$ cat config.mk
export PLATFORM = sky130hd
export DESIGN_NAME = icache
export DESIGN_NICKNAME = d
export VERILOG_FILES = /design/src/rtl/icache_pkg.sv /design/src/rtl/icache_array.sv /design/src/rtl/icache.sv
export SDC_FILE = /design/constraint.sdc
export NUM_CORES = 2
export LEC_CHECK = 0
export ABC_CLOCK_PERIOD_IN_PS = 3600
export CAP_MARGIN = 0
export CORE_ASPECT_RATIO = 1.25
export CORE_MARGIN = 4
export CORE_UTILIZATION = 50
export CTS_BUF_LIST = sky130_fd_sc_hd__clkbuf_4
export CTS_CLUSTER_SIZE = 14
export DETAILED_ROUTE_END_ITERATION = 12
export PLACE_DENSITY = 0.68
export REMOVE_ABC_BUFFERS = 1
export SLEW_MARGIN = 40
export SYNTH_ARGS = -nofsm -noshare
export SYNTH_HDL_FRONTEND = slang
export SYNTH_SLANG_ARGS = --single-unit
$ cat constraint.sdc
create_clock -name clk -period 3.6 [get_ports clk]
set_input_delay 0.36 -clock clk [delete_from_list [all_inputs] [get_ports clk]]
set_output_delay 0.36 -clock clk [all_outputs]
set_load 0.02 [all_outputs]
$ cat src/rtl/icache_pkg.sv
// Shared types and default geometry for the direct-mapped instruction cache.
package icache_pkg;

    typedef enum logic [1:0] {
        StIdle,
        StFill,
        StDone
    } state_e;

    localparam int unsigned DefNLines = 16;
    localparam int unsigned DefNWords = 4;

    // Field widths of a 32-bit byte address: {tag, index, word offset, 2'b byte}
    function automatic int unsigned off_width(input int unsigned nwords);
        return $clog2(nwords);
    endfunction

    function automatic int unsigned idx_width(input int unsigned nlines);
        return $clog2(nlines);
    endfunction

    function automatic int unsigned tag_width(input int unsigned nlines, input int unsigned nwords);
        return 32 - 2 - $clog2(nlines) - $clog2(nwords);
    endfunction

    localparam int unsigned DefOffW = off_width(DefNWords);
    localparam int unsigned DefIdxW = idx_width(DefNLines);
    localparam int unsigned DefTagW = tag_width(DefNLines, DefNWords);

endpackage

$ cat src/rtl/icache_array.sv
// Data, tag and valid storage for the icache: async read, sync write, sync valid clear.
module icache_array
    import icache_pkg::*;
#(
    parameter int unsigned NLINES = DefNLines,
    parameter int unsigned NWORDS = DefNWords
) (
    input  logic                             clk,
    input  logic                             clr,
    input  logic [idx_width(NLINES)-1:0]     rd_idx,
    input  logic [off_width(NWORDS)-1:0]     rd_off,
    output logic [31:0]                      rd_data,
    output logic [tag_width(NLINES,NWORDS)-1:0] rd_tag,
    output logic                             rd_valid,
    input  logic                             wr_en,
    input  logic [idx_width(NLINES)-1:0]     wr_idx,
    input  logic [off_width(NWORDS)-1:0]     wr_off,
    input  logic [31:0]                      wr_data,
    input  logic                             tag_we,
    input  logic [tag_width(NLINES,NWORDS)-1:0] wr_tag
);

    localparam int unsigned TagW = tag_width(NLINES, NWORDS);

    logic [31:0]     data_mem [NLINES][NWORDS];
    logic [TagW-1:0] tag_mem  [NLINES];
    logic [NLINES-1:0] valid_q, valid_d;

    assign rd_data  = data_mem[rd_idx][rd_off];
    assign rd_tag   = tag_mem[rd_idx];
    assign rd_valid = valid_q[rd_idx];

    // A line becomes valid only together with its tag write (after its last word).
    always_comb begin
        valid_d = valid_q;
        if (tag_we) begin
            valid_d[wr_idx] = 1'b1;
        end
    end

    // Valid bits clear in one cycle; clear wins over a simultaneous set.
    always_ff @(posedge clk) begin
        if (clr) begin
            valid_q <= '0;
        end else begin
            valid_q <= valid_d;
        end
    end

    // Data and tag storage is never reset.
    always_ff @(posedge clk) begin
        if (wr_en) begin
            data_mem[wr_idx][wr_off] <= wr_data;
        end
        if (tag_we) begin
            tag_mem[wr_idx] <= wr_tag;
        end
    end

endmodule

$ cat src/rtl/icache.sv
// Direct-mapped, read-only instruction cache with a blocking line fill.
module icache
    import icache_pkg::*;
#(
    parameter int unsigned NLINES = DefNLines,
    parameter int unsigned NWORDS = DefNWords
) (
    input  logic        clk,
    input  logic        reset,
    input  logic [31:0] pcF,
    output logic [31:0] instrF,
    output logic        stallI,
    output logic [31:0] memaddr,
    output logic        memreq,
    input  logic [31:0] memrdata,
    input  logic        memvalid
);

    localparam int unsigned OffW = off_width(NWORDS);
    localparam int unsigned IdxW = idx_width(NLINES);
    localparam int unsigned TagW = tag_width(NLINES, NWORDS);
    localparam logic [OffW-1:0] LastWord = OffW'(NWORDS - 1);

    state_e          state_q, state_d;
    logic [OffW-1:0] cnt_q, cnt_d;
    logic [TagW-1:0] miss_tag_q, miss_tag_d;
    logic [IdxW-1:0] miss_idx_q, miss_idx_d;

    logic [TagW-1:0] pc_tag;
    logic [IdxW-1:0] pc_idx;
    logic [OffW-1:0] pc_off;
    logic [31:0]     rd_data;
    logic [TagW-1:0] rd_tag;
    logic            rd_valid;
    logic            hit;
    logic            fill_we;
    logic            fill_last;
    logic            unused_byte_off;

    assign pc_tag          = pcF[31 -: TagW];
    assign pc_idx          = pcF[2 + OffW +: IdxW];
    assign pc_off          = pcF[2 +: OffW];
    assign unused_byte_off = ^pcF[1:0];

    assign hit     = (state_q == StIdle) && rd_valid && (rd_tag == pc_tag);
    assign stallI  = ~hit;
    assign instrF  = hit ? rd_data : 32'h0000_0000;
    assign memreq  = (state_q == StFill);
    assign memaddr = memreq ? {miss_tag_q, miss_idx_q, cnt_q, 2'b00} : 32'h0000_0000;

    // Next-state, counter and miss-register update; array writes decoded here.
    always_comb begin
        state_d    = state_q;
        cnt_d      = cnt_q;
        miss_tag_d = miss_tag_q;
        miss_idx_d = miss_idx_q;
        fill_we    = 1'b0;
        fill_last  = 1'b0;
        case (state_q)
            StIdle: begin
                if (!hit) begin
                    miss_tag_d = pc_tag;
                    miss_idx_d = pc_idx;
                    cnt_d      = '0;
                    state_d    = StFill;
                end
            end
            StFill: begin
                if (memvalid) begin
                    fill_we = 1'b1;
                    cnt_d   = cnt_q + 1'b1;
                    if (cnt_q == LastWord) begin
                        fill_last = 1'b1;
                        state_d   = StDone;
                    end
                end
            end
            StDone: begin
                state_d = StIdle;
            end
            default: begin
                state_d = StIdle;
            end
        endcase
    end

    // FSM and fill bookkeeping; reset aborts any fill in progress.
    always_ff @(posedge clk) begin
        if (reset) begin
            state_q    <= StIdle;
            cnt_q      <= '0;
            miss_tag_q <= '0;
            miss_idx_q <= '0;
        end else begin
            state_q    <= state_d;
            cnt_q      <= cnt_d;
            miss_tag_q <= miss_tag_d;
            miss_idx_q <= miss_idx_d;
        end
    end

    icache_array #(
        .NLINES (NLINES),
        .NWORDS (NWORDS)
    ) u_array (
        .clk      (clk),
        .clr      (reset),
        .rd_idx   (pc_idx),
        .rd_off   (pc_off),
        .rd_data  (rd_data),
        .rd_tag   (rd_tag),
        .rd_valid (rd_valid),
        .wr_en    (fill_we & ~reset),
        .wr_idx   (miss_idx_q),
        .wr_off   (cnt_q),
        .wr_data  (memrdata),
        .tag_we   (fill_last & ~reset),
        .wr_tag   (miss_tag_q)
    );

endmodule

==> impl_metrics.yaml <==
run_status:
  outcome: "complete, but fails checks"
  failed_checks: "setup timing"
worst_setup_path:
  start_kind: "register"
  critical_path.endpoint: "instrF[17]"
  critPathCaptureType: "primary output"
  critPathSlowestCell: "mux4_2"
  rrSetupSlack_ns: 0.18
  cp_top_family: "buffers and inverters"
  crit_path_max_incr_delay_ns: 0.46
  crit_type: "reg2out"
  critical_path_arrival_ns: 4.80
  r2r-start: "state_q[0]"
  crit_start: "u_array.tag_mem[14][0]"
  cp.required_ns: 3.24
  worstPathBufferInverterCount: 7
  timing.rr.end: "u_array.data_mem[5][3]"
  worstPathMaxFanout: 8
  reg2reg_depth: 8
  cp_cell_sequence: "mux4_2, mux2i_1, xor2_1, nand3_2, o41ai_4, buf_4, nor3b_4, buf_6, nand4_4, buf_12, buf_16, buf_12, a311oi_4, buf_4, buf_6"
  path_depth: 15
timing:
  fin_crit_sh_pct: 143.4
  report.final.slew_viol_count: 0
  setup_slack_ns: -1.562
  setup_viol: 33
  clock.fmax_mhz: 193.7
  skew_ns: 0.1162
  slew_headroom_pct: 40.86
  worstMarginPinSlew_ns: 0.8870
  finalHoldViolCount: 0
  fin_crit_ns: 5.162
  rsz0062_at_grt: "yes"
routing:
  via_per_inst: 6.201
  drt_iter0_markers: 5664
  firstDrtPassIters: 5
  wire_per_inst_microns: 31.86
  wl_met3_microns: 23600
  wirelength_microns: 251900
  num_vias: 49030
  drcViolationCount: 0
  top_layer_used: "met5"
  dr_wl_met2_microns: 127800
  wl_met1_microns: 93180
  ant_nets: 0
global_routing:
  grt_pass1_wl_microns: 358800
  grt-ovfl-total: 0
  grt_max_degree: 107
  antenna_found_initial: 8
  grt_usage_pct: 25.55
  grt_pass1_vias: 49980
clock_network:
  htree_levels: 6
  clkLatencyLatePin_ns: 1.37
  cts_tree: "yes"
  clock-sinks: 2480
  clockBufferDepth: 4
  clock-root-buffer: "clkbuf_4"
  clk_pin_slew_ns: 0.07
  cts_buffers: 616
floorplanning:
  die_h_microns: 497.4
  coreArea_sq_um: 190400
  die_w_microns: 399.6
  ioPinCount: 133
  initial_core_util_pct: 50.33
  die-area_sq_um: 198800
  rows: 179
logic_synthesis:
  synth_cell_types: 62
  netlist_area_sq_um: 95820
  yosysWarningCount: 0
  synthFlopType: "edfxtp_1"
  netlist_instances: 4027
  syn-mean-instance-area_sq_um: 23.79
  ys_ff_latch: 2480
  synth_seq_area_share_pct: 77.22
  synthArstFlopShare_pct: 0
  synth_edf_count: 2432
pwr:
  powerDensity_nw_per_um2: 505.3
  p_leak_nw: 36.29
  ir_worst_vdd_v: 0.0003278
  finalPower_mw: 56.78
finish:
  utilization_pct: 59.02
  final_common_cell: "edfxtp_1"
  drive_above_1_share_pct: 41.28
  area_growth_syn_to_layout_pct: 17.27
  n_fill_cell: 13580
  final_cell_mix: "edfxtp_1, clkbuf_4, mux4_2"
  layout.nets: 5091
place:
  portBuffers: 128
  place.gp.congestion: 0.7921
  hpwlAfterDp_microns: 137300
min_path:
  hp-class: "in2reg"
flow_run:
  maxCapViolCount: 0
-- synthesized netlist by cell type, types with 3 or more instances --
library cell | n | share of area (%)
a311oi_1 | 7 | 0.064
a21oi_1 | 10 | 0.052
o221ai_1 | 4 | 0.037
nor3_1 | 7 | 0.037
nand2_1 | 40 | 0.16
mux4_2 | 749 | 18
dfxtp_1 | 48 | 1.0
a22oi_1 | 3 | 0.024
a211oi_1 | 22 | 0.17
ha_1 | 4 | 0.052
buf_1 | 29 | 0.11
clkbuf_1 | 53 | 0.21
xor2_1 | 19 | 0.17
nand2b_1 | 61 | 0.40
nor2_1 | 127 | 0.50
inv_1 | 7 | 0.027
nand4_1 | 3 | 0.020
buf_4 | 37 | 0.29
edfxtp_1 | 2432 | 76
nor3b_1 | 4 | 0.031
mux2_2 | 12 | 0.14
buf_2 | 94 | 0.49
o22ai_1 | 6 | 0.039
o21ai_0 | 9 | 0.047
buf_6 | 9 | 0.11
and2_1 | 38 | 0.25
o2111ai_1 | 3 | 0.027
nand3_1 | 10 | 0.052
nor4b_1 | 3 | 0.027
xnor2_1 | 21 | 0.19
mux2i_1 | 88 | 0.92
nor2b_1 | 32 | 0.21
-- repair_timing --
action / in CTS / in global routing
cloned: 1 / 0
buffers inserted: 10 / 13
endpoints found under the hold margin: 2157 / 0
gates resized for setup: 177 / 30
setup endpoints to repair: 63 / 34
pin swaps: 7 / 7
hold buffers: 103 / 0
-- how the worst min path moves through the flow --
stage / depth (start not counted) / startpoint / end
2_1_floorplan: 1 / reset / cnt_q[0]
5_1_grt: 2 / memrdata[24] / u_array.data_mem[4][24]
6_report: 2 / memrdata[24] / u_array.data_mem[4][24]
3_5_place_dp: 2 / u_array.valid_q[13] / u_array.valid_q[13]
4_1_cts: 2 / memrdata[25] / u_array.data_mem[6][25]
3_3_place_gp: 2 / u_array.valid_q[5] / u_array.valid_q[5]
-- stage by stage --
| step | TNS, ns | cell area (sq um) | instances | worst slack (ns) | hold slack (ns) |
|---|---|---|---|---|---|
| after floorplan | -1100.06 | 94670 | 3806 | -0.7127 | 0.4321 |
| after global placement | -37.34 | 103400 | 6814 | -1.191 | 0.4454 |
| after detailed placement | -40.29 | 103500 | 6815 | -1.242 | 0.4598 |
| after CTS | -53.35 | 112100 | 7886 | -1.838 | 0.01212 |
| after global routing | -54.96 | 112400 | 7905 | -1.789 | -0.02327 |
| final | -47.56 | 112400 | 7907 | -1.562 | 0.06882 |
-- final cells by class --
class,instances,area [sq um],area share [%]
multi-input combinational,1318,21530,19.16
inverter,8,30.03,0.02672
timing repair buffer,596,6598,5.872
antenna,10,25.02,0.02227
tap,2534,3171,2.822
clock inverter,104,589.3,0.5245
clock buffer,857,6434,5.726
sequential,2480,73990,65.85
-- per-layer routing --
| layer | vias to the layer above | global-route usage (%) |
|---|---|---|
| li1 | 19540 | - |
| met1 | 26210 | 34.63 |
| met2 | 2853 | 41.67 |
| met3 | 426 | 5.762 |
| met4 | 4 | 8.169 |
| met5 | - | 0 |
-- sequential cells by signal, indices dropped and copies added, names as in the netlist --
signal and count:
cnt_q 2, miss_tag_q 24, u_array.data_mem 2048, state_q 2, u_array.tag_mem 384, u_array.valid_q 16, miss_idx_q 4
-- cell families (layout without fill, tap and decap cells) --
family | Yosys count | after routing | share of synthesized area [%]
adder cells (fa/ha/maj) | 4 | 4 | 0.05223
buffers and inverters | 230 | 1565 | 1.239
flip-flops | 2480 | 2480 | 77.22
AO/OA/AOI/OAI | 84 | 84 | 0.6503
other | 1 | 12 | 0.003914
AND/OR/NAND/NOR | 339 | 339 | 1.805
multiplexers | 849 | 849 | 18.66
XOR/XNOR | 40 | 40 | 0.3656
-- power by group --
group / total, mW / switching, mW / internal, mW
Sequential: 31.9 / 0.108 / 31.7
Clock: 21.9 / 10.5 / 11.3
Combinational: 3.04 / 1.60 / 1.44
Total: 56.8 / 12.3 / 44.5
No activity file was read; power rests on OpenSTA's default activity.
